==> src/rtl/mat_pkg.sv <==
// Shared types and helpers for the 2x2 matrix transform path: state encoding,
// default width, identity constant and packed-matrix element unpack.
package mat_pkg;

  localparam int MAT_W     = 8;
  localparam int MAT_MAX_W = 16;

  localparam logic [4*MAT_W-1:0] MAT_IDENTITY =
    {MAT_W'(1), MAT_W'(0), MAT_W'(0), MAT_W'(1)};

  typedef enum logic [2:0] {
    ST_IDLE,
    ST_M0,
    ST_M1,
    ST_M2,
    ST_M3,
    ST_DONE
  } mat_state_e;

  localparam int unsigned IDX_00 = 0;
  localparam int unsigned IDX_01 = 1;
  localparam int unsigned IDX_10 = 2;
  localparam int unsigned IDX_11 = 3;

  // Element idx of a packed {m00,m01,m10,m11} matrix of w-bit elements, m00 in MSBs.
  function automatic logic [MAT_MAX_W-1:0] mat_elem(
    input logic [4*MAT_MAX_W-1:0] m,
    input int unsigned            w,
    input int unsigned            idx
  );
    logic [4*MAT_MAX_W-1:0] s;
    s = m >> (w * (3 - idx));
    return s[MAT_MAX_W-1:0] & ((MAT_MAX_W'(1) << w) - MAT_MAX_W'(1));
  endfunction

endpackage

==> src/rtl/mat_mac.sv <==
// W-bit multiply-accumulate, res = (acc_en ? acc : 0) + a*b mod 2^W.
// Combinational, no handshake; the caller registers the result.
module mat_mac #(
  parameter int W = 8
) (
  input  logic [W-1:0] a,
  input  logic [W-1:0] b,
  input  logic [W-1:0] acc,
  input  logic         acc_en,
  output logic [W-1:0] res
);

  assign res = (acc_en ? acc : '0) + a * b;

endmodule

==> src/rtl/mat_point_xform.sv <==
// 2x2 matrix times 2D point over one shared MAC: accept, 4 cycles compute, result held in DONE.
// Output holds under out_ready=0; pt_ready/mat_ready only in IDLE so stalls block new input.
module mat_point_xform
  import mat_pkg::*;
#(
  parameter int W = MAT_W
) (
  input  logic           clk,
  input  logic           rst_n,
  input  logic [4*W-1:0] mat_i,
  input  logic           mat_load,
  output logic           mat_ready,
  input  logic           pt_valid,
  output logic           pt_ready,
  input  logic [W-1:0]   pt_x,
  input  logic [W-1:0]   pt_y,
  output logic           out_valid,
  input  logic           out_ready,
  output logic [W-1:0]   out_x,
  output logic [W-1:0]   out_y,
  output logic           busy
);

  localparam logic [4*W-1:0] MAT_RST =
    (W == MAT_W) ? (4*W)'(MAT_IDENTITY) : {W'(1), W'(0), W'(0), W'(1)};

  mat_state_e     state_q, state_d;
  logic [4*W-1:0] mat_q;
  logic [W-1:0]   x_q, y_q, acc_q, out_x_q, out_y_q;

  logic [W-1:0]   m00, m01, m10, m11;
  logic [W-1:0]   mac_a, mac_b, mac_res;
  logic           mac_acc_en, acc_we, ox_we, oy_we;

  assign m00 = W'(mat_elem((4*MAT_MAX_W)'(mat_q), W, IDX_00));
  assign m01 = W'(mat_elem((4*MAT_MAX_W)'(mat_q), W, IDX_01));
  assign m10 = W'(mat_elem((4*MAT_MAX_W)'(mat_q), W, IDX_10));
  assign m11 = W'(mat_elem((4*MAT_MAX_W)'(mat_q), W, IDX_11));

  always_ff @(posedge clk or negedge rst_n) begin
    if (!rst_n) state_q <= ST_IDLE;
    else        state_q <= state_d;
  end

  always_comb begin
    state_d = state_q;
    case (state_q)
      ST_IDLE: if (pt_valid) state_d = ST_M0;
      ST_M0:   state_d = ST_M1;
      ST_M1:   state_d = ST_M2;
      ST_M2:   state_d = ST_M3;
      ST_M3:   state_d = ST_DONE;
      ST_DONE: if (out_ready) state_d = ST_IDLE;
      default: state_d = ST_IDLE;
    endcase
  end

  always_comb begin
    pt_ready   = (state_q == ST_IDLE);
    mat_ready  = (state_q == ST_IDLE);
    busy       = (state_q != ST_IDLE);
    out_valid  = (state_q == ST_DONE);
    mac_a      = m00;
    mac_b      = x_q;
    mac_acc_en = 1'b0;
    acc_we     = 1'b0;
    ox_we      = 1'b0;
    oy_we      = 1'b0;
    case (state_q)
      ST_M0: begin
        mac_a  = m00;
        mac_b  = x_q;
        acc_we = 1'b1;
      end
      ST_M1: begin
        mac_a      = m01;
        mac_b      = y_q;
        mac_acc_en = 1'b1;
        ox_we      = 1'b1;
      end
      ST_M2: begin
        mac_a  = m10;
        mac_b  = x_q;
        acc_we = 1'b1;
      end
      ST_M3: begin
        mac_a      = m11;
        mac_b      = y_q;
        mac_acc_en = 1'b1;
        oy_we      = 1'b1;
      end
      default: ;
    endcase
  end

  mat_mac #(.W(W)) u_mac (
    .a      (mac_a),
    .b      (mac_b),
    .acc    (acc_q),
    .acc_en (mac_acc_en),
    .res    (mac_res)
  );

  // A load and a point accepted on the same IDLE edge: M0 reads the new mat_q.
  always_ff @(posedge clk or negedge rst_n) begin
    if (!rst_n) begin
      mat_q   <= MAT_RST;
      x_q     <= '0;
      y_q     <= '0;
      acc_q   <= '0;
      out_x_q <= '0;
      out_y_q <= '0;
    end else begin
      if (mat_load && mat_ready) mat_q <= mat_i;
      if (pt_valid && pt_ready) begin
        x_q <= pt_x;
        y_q <= pt_y;
      end
      if (acc_we) acc_q   <= mac_res;
      if (ox_we)  out_x_q <= mac_res;
      if (oy_we)  out_y_q <= mac_res;
    end
  end

  assign out_x = out_x_q;
  assign out_y = out_y_q;

endmodule

==> config.mk <==
export PLATFORM = sky130hd
export DESIGN_NAME = mat_point_xform
export DESIGN_NICKNAME = d
export VERILOG_FILES = /design/src/rtl/mat_pkg.sv /design/src/rtl/mat_mac.sv /design/src/rtl/mat_point_xform.sv
export SDC_FILE = /design/constraint.sdc
export NUM_CORES = 1
export LEC_CHECK = 0
export ABC_CLOCK_PERIOD_IN_PS = 6600
export BUFFER_PORTS_ARGS = -buffer_cell sky130_fd_sc_hd__buf_2
export CAP_MARGIN = 10
export CORE_ASPECT_RATIO = 0.9
export CORE_MARGIN = 2
export CORE_UTILIZATION = 57
export CTS_CLUSTER_DIAMETER = 80
export DETAILED_ROUTE_END_ITERATION = 16
export PLACE_DENSITY_LB_ADDON = 0.1
export SYNTH_ARGS = -nofsm -noshare
export SYNTH_HDL_FRONTEND = slang
export SYNTH_SLANG_ARGS = --single-unit
==> constraint.sdc <==
create_clock -name clk -period 6.6 [get_ports clk]
set_input_delay 0.66 -clock clk [delete_from_list [all_inputs] [get_ports clk]]
set_output_delay 0.66 -clock clk [all_outputs]
set_load 0.1 [all_outputs]
; ---- Yosys cells after proc, flatten, opt, wreduce, memory -nomap -nowiden
; Cells that the tools add are included.
[totals]
register_bits = 75
inputBits = 53
out_inout_bits = 20
wordCells = 33
[classes]
addsub = 1
n_mul = 1
eq_ne = 7
mux = 10
n_reduce_logical = 7
[op_table]
columns = op, count
row1 = $pmux 8 s3, 1
row2 = $pmux 3 s6, 1
row3 = $mux 8, 2
row4 = $add 8x8->8, 1
row5 = $mul 8x8->8, 1
row6 = $eq 3x2->1 const B, 2
row7 = $eq 3x3->1 const B, 2
row8 = $mux 3, 2
row9 = $mux 1, 4
row10 = $ne 2x1->1 const B, 2
row11 = $reduce_or 2->1, 2
row12 = $eq 3x1->1 const B, 1
row13 = $logic_not 3->1, 1
row14 = $reduce_bool 3->1, 1
row15 = $logic_and 1x1->1, 2
row16 = $reduce_and 2->1, 1

; ---- Longest topological paths before layout
[logic_depth]
depth_word = 5
depth_mapped = 23
ltp_nobuf = 21

; ---- By module
; Synthesis repeated with hierarchy kept, for this count alone.
[hier_totals]
cells_unflattened = 366
area_unflattened_um2 = 4500.6
[by_module_without_submodules]
columns = mod, n_inst, cells_each, area_per_inst_um2, seq_area_each_um2
row1 = mat_point_xform, 1, 234, 3404.5, 1879.3
row2 = mat_mac, 1, 132, 1096.1, 0.0

; ---- Worst setup path after synthesis
; OpenSTA, ideal clock, no wires.
[synth_timing]
kind = register to register
startpoint = register state_q[2]
endpoint = register out_x_q[7] (netlist: out_x[7])
setup_time_ps = 77
t_arrival_ps = 5179
required_time_ps = 6523
setup_slack_ps = 1345
path_stages_with_launch = 22
path_buffers = 2
period_less_slack_ps = 5255
cell_sequence = dfrtp_1 buf_2 nand2b_4 a21oi_4 clkbuf_1 mux2_2 nand2_1 fa_1 fa_1 inv_1 ha_1 inv_1 fa_1 fa_1 inv_1 a21o_1 a21oi_1 xor2_1 xnor2_1 xnor2_1 xnor3_1 o21ai_1
[synth_between]
elab_chain_len = 5
elab_cells_between_ends = 11
classes_between = 1 x add/sub / 1 x mul / 3 x eq/ne / 5 x mux / 1 x reduce/logical
[synth_rtl]
columns = element, line_no
row1 = from (decl), mat_point_xform.sv:27  ; mat_state_e state_q, state_d;
row2 = from (signal assigned), mat_point_xform.sv:42  ; else state_q <= state_d;
row3 = $eq 3x3->1 / $eq 3x2->1 (equally long branches), mat_point_xform.sv:69  ; case (state_q)
row4 = $reduce_or 2->1 (no line), -
row5 = $mux 8 / $mux 1 (equally long branches), mat_point_xform.sv:69
row6 = $mul 8x8->8 / $mux 8 (equally long branches), mat_mac.sv:13  ; assign res = (acc_en ? acc : '0) + a * b;
row7 = $add 8x8->8, mat_mac.sv:13
row8 = to (signal assigned), mat_point_xform.sv:120  ; if (ox_we) out_x_q <= mac_res;
row9 = to (decl), mat_point_xform.sv:29  ; logic [W-1:0] x_q, y_q, acc_q, out_x_q, out_y_q;
; Parallel ways exist; a longest one is shown, timed or not.
; A chain may end at the register's enable or synchronous reset.

; ---- Worst setup path in the final report
[layout_timing]
startpoint = register state_q[2]
endpoint = register acc_q[7]
[layout_between]
elab_chain_len = 5
elab_cells_between_ends = 13
classes_between = 1 x add/sub / 1 x mul / 4 x eq/ne / 5 x mux / 2 x reduce/logical
[layout_rtl]
columns = element, line_no
row1 = $eq 3x3->1 / $eq 3x2->1 (equally long branches), mat_point_xform.sv:69
row2 = $reduce_or 2->1 (no line), -
row3 = $mux 8 / $mux 1 (equally long branches), mat_point_xform.sv:69
row4 = $mul 8x8->8 / $mux 8 (equally long branches), mat_mac.sv:13
row5 = $add 8x8->8, mat_mac.sv:13
row6 = to (signal assigned), mat_point_xform.sv:119  ; if (acc_we) acc_q <= mac_res;
row7 = to (decl), mat_point_xform.sv:29
; Parallel ways exist; a longest one is shown, timed or not.

==> summary by stage <==
Clock tree
The TritonCTS clock tree is built. The hold-fix buffer count after cts is 0. Gates resized during post-CTS repair numbered 0.

The number of sinks on the clock net is 75. The register clock-pin slew on the reported worst setup and hold paths is 80 ps. In this run the clock root is driven by a clkbuf_8.

No sink is reached through more buffers than the 2 on the longest clock path. The number of setup buffers added after CTS is 0. The level count of the clock H-tree is 3. The latest clock arrival within the worst-skew pair is ~350 ps.

The number of clock buffers added by TritonCTS is 9.

Worst setup path
In this design, the stage delay of the slowest critical-path cell is 710 ps. On the critical path, the stage with the largest delay is an instance of dfrtp_1. The signal on the critical path passes through nor2b_1 -> buf_4 -> mux2i_1 -> o21ai_0 -> nand2_1 -> fa_1 -> fa_1 -> inv_1 -> ha_1 -> inv_1 -> fa_1 -> fa_1 -> inv_1 -> a21o_1 -> a21oi_1 -> xor2_1 -> xnor2_1 -> xnor2_1 -> xnor3_1 -> o21ai_1. STA classifies the critical path endpoint as a flop. The kind of launch point of the worst setup path is a flop. Data arrives at the worst endpoint at 6050 ps. The kind of cell with the highest combined delay on the critical path is adder cells. The count of buffer and inverter cells on the critical path is 4. The worst setup path is of the flop to flop kind. The most numerous cell type found on the critical path is fa_1. Of all nets on the critical path, the largest fanout is 19.

At the worst endpoint, the required time is between 6000 and 7000 ps.

Yosys
The share of the Yosys chip area taken by registers is 42.9%. The portion of synthesized cell area occupied by the leading cell type is between 40% and 50%. In this run the cell area of the synthesized design comes to roughly 4400 um^2. A synthesized cell averages 11.3 um^2.

The synthesized flop and latch total is 75. The total nets after synthesis is between 400 and 500. The number of unique standard cell types used by synthesis is between 40 and 50. The biggest area contributor in the post-synthesis netlist is dfrtp_1.

The Yosys step of the flow raised 0 warnings. After synthesis, the cell types taking the most area are dfrtp_1, mux2_2, fa_1. In the synthesized netlist, the number of instances is 388.

Timing
The number of slew-limit violations in the final report was 0. The slew at the pin with the worst max-slew slack is 928 ps. Headroom to the max-slew limit came out at between 30% and 40%. The minimum period implied by the final worst setup slack is 5790 ps. The achievable frequency is 0.173 GHz. Setup repair after global routing left no endpoint under its margin. The clock tree skew after final layout is 7.88 ps.

The number of failing hold endpoints at the final stage is 0. Setup violations remaining at the end of the flow were counted as 0. The setup TNS after final layout is 0 ps. On the final layout, the worst hold slack is around 480 ps. Dividing the final minimum period by the clock period gives 87.7%.

Worst hold path
The tightest min-delay check is of the flop to flop type.

Route
After detailed routing, the average wire length per cell comes to 15.4 um. The overall routed net length is between 8 and 9 mm. The average via count per standard cell is about 5.3. The met3 wire length is 450 um. The first routing iteration left 133 violations.

The routed via count is 2967. In the routed design, unresolved DRC markers number 0. The met2 wire length is 3.89 mm. The number of nets still failing antenna checks after routing is 0. The length of the first detailed-routing pass in iterations is 5. After detailed routing, the wire length on met1 is 4.19 mm.

The uppermost metal layer occupied by signal nets is met4.

GRT
The initial antenna violation count is 0. The via count of the first global-routing pass was 3012. The leftover overflow at the end of global routing is 0. The wire length of the first global-routing pass is approximately 15 mm. The pin count of the biggest net entering global routing is 76. Global routing used 23.1% of the available tracks across all layers.

Final layout
The library cell used most frequently in the layout, excluding fill and tap cells, is dfrtp_1. In the layout the commonest cells are dfrtp_1, buf_2, mux2_2, nand2_1, inv_1. The number of antenna diodes is 0. Cells with a size suffix above 1 make up 34.4% of the layout. From synthesis to final layout, the design area changed by 15.4%.

The finished layout holds 558 standard cells, fillers aside. The net count of the finished layout is 545.

Outcome
The flow ran to the end, and the final reports show no timing, DRC or antenna violations.

Die
The chip height is 87.2 um. The area of the placeable core is 7510 um^2. Pin placement for this block handled 73 I/O pins. Once the floorplan was initialized, standard cells occupied about three fifths of the core. The number of core rows is 30. The area enclosed by the die boundary is 8410 um^2. The die is just under 100 um wide.

Placed design
The cell total after placement is 542. The last weighted congestion value of the routability-driven placer is approximately 0.8. During placement, the flow inserted port buffers numbering 72. The post-DP HPWL is 6.50 mm.

Job
The max capacitance violation total is 0.
-- Yosys cell counts --
cell type and n:
a211oi_1 4, a21o_1 2, a21oi_1 4, a21oi_4 1, a22o_1 1, a2bb2oi_1 1, a31o_2 1, a31oi_1 1
and2_1 6, and3_1 1, buf_1 4, buf_2 7, buf_4 1, clkbuf_1 6, dfrtp_1 73, dfstp_2 2
fa_1 18, ha_1 17, inv_1 36, mux2_1 5, mux2_2 62, mux2i_1 12, nand2_1 45, nand2b_1 6
nand2b_4 1, nand3_1 3, nor2_1 9, nor2b_1 6, nor3_1 1, o211ai_1 2, o21a_1 1, o21ai_0 17
o21ai_1 3, o21ai_2 1, o221ai_1 1, o22a_1 1, o22ai_1 4, o31ai_1 1, or2_0 1, or2_2 1
or3_1 1, xnor2_1 8, xnor3_1 1, xor2_1 9
-- final cells by class --
type | instances | area (um^2)
clock inverters | 4 | 98.8
well taps | 96 | 120
clock buffers | 12 | 145
inverters | 36 | 135
flip-flops and latches | 75 | 1880
fillers | 623 | 2450
multi-input cells | 259 | 2290
repair buffers | 76 | 390
-- tightest hold or removal path, delay by kind of cell, from the launching register on --
kind,cells,cell delay [ps]
simple gates,1,50
flops,1,340
compound gates,1,60
-- per-stage QoR --
stage / util (%) / instance area, um^2 / worst slack [ps]
floorplan: - / 4380 / 1340
global placement: 64.1 / 4810 / 988
detailed placement: 64.1 / 4810 / 844
CTS: 67.4 / 5060 / 787
global route: 67.4 / 5060 / 405
finish: 67.4 / 5060 / 812
-- flip-flops by register name, indices dropped and copies added, names as in the netlist --
register and flops:
acc_q 8, mat_q 32, y_q 8, out_x 8, out_y 8, state_q 3, x_q 8
-- per-layer routing --
metal / up-vias / global-route usage (%)
li1: 1437 / -
met1: 1453 / 33.5
met2: 71 / 34.7
met3: 6 / 5.89
met4: 0 / 6.15
met5: - / 0
-- cell families after synthesis --
group	Yosys count	share of synthesized area (%)
xor gates and xnor gates	18	3.91
muxes	79	20.0
DFF	75	42.9
adders and majority gates	35	13.1
and+or+nand+nor	81	8.54
AOI/OAI and AO/OA	46	6.74
buffers and inverters	54	4.91
-- final timing paths --
check	cells after the start	startpoint	to	slack (ps)
worst max register to register	20	state_q[2]	acc_q[7]	810
worst min-delay path	2	out_x[5]	out_x[5]	480
min in group asynchronous	2	rst_n	mat_q[18]	530
worst max-delay path	20	state_q[2]	acc_q[7]	810
max in group asynchronous	2	rst_n	x_q[6]	5480
worst min register to register	2	out_x[5]	out_x[5]	480
Power is left out: the tool's default activity adds up to more than one toggle a clock period on the data nets, which glitch-free logic cannot reach.
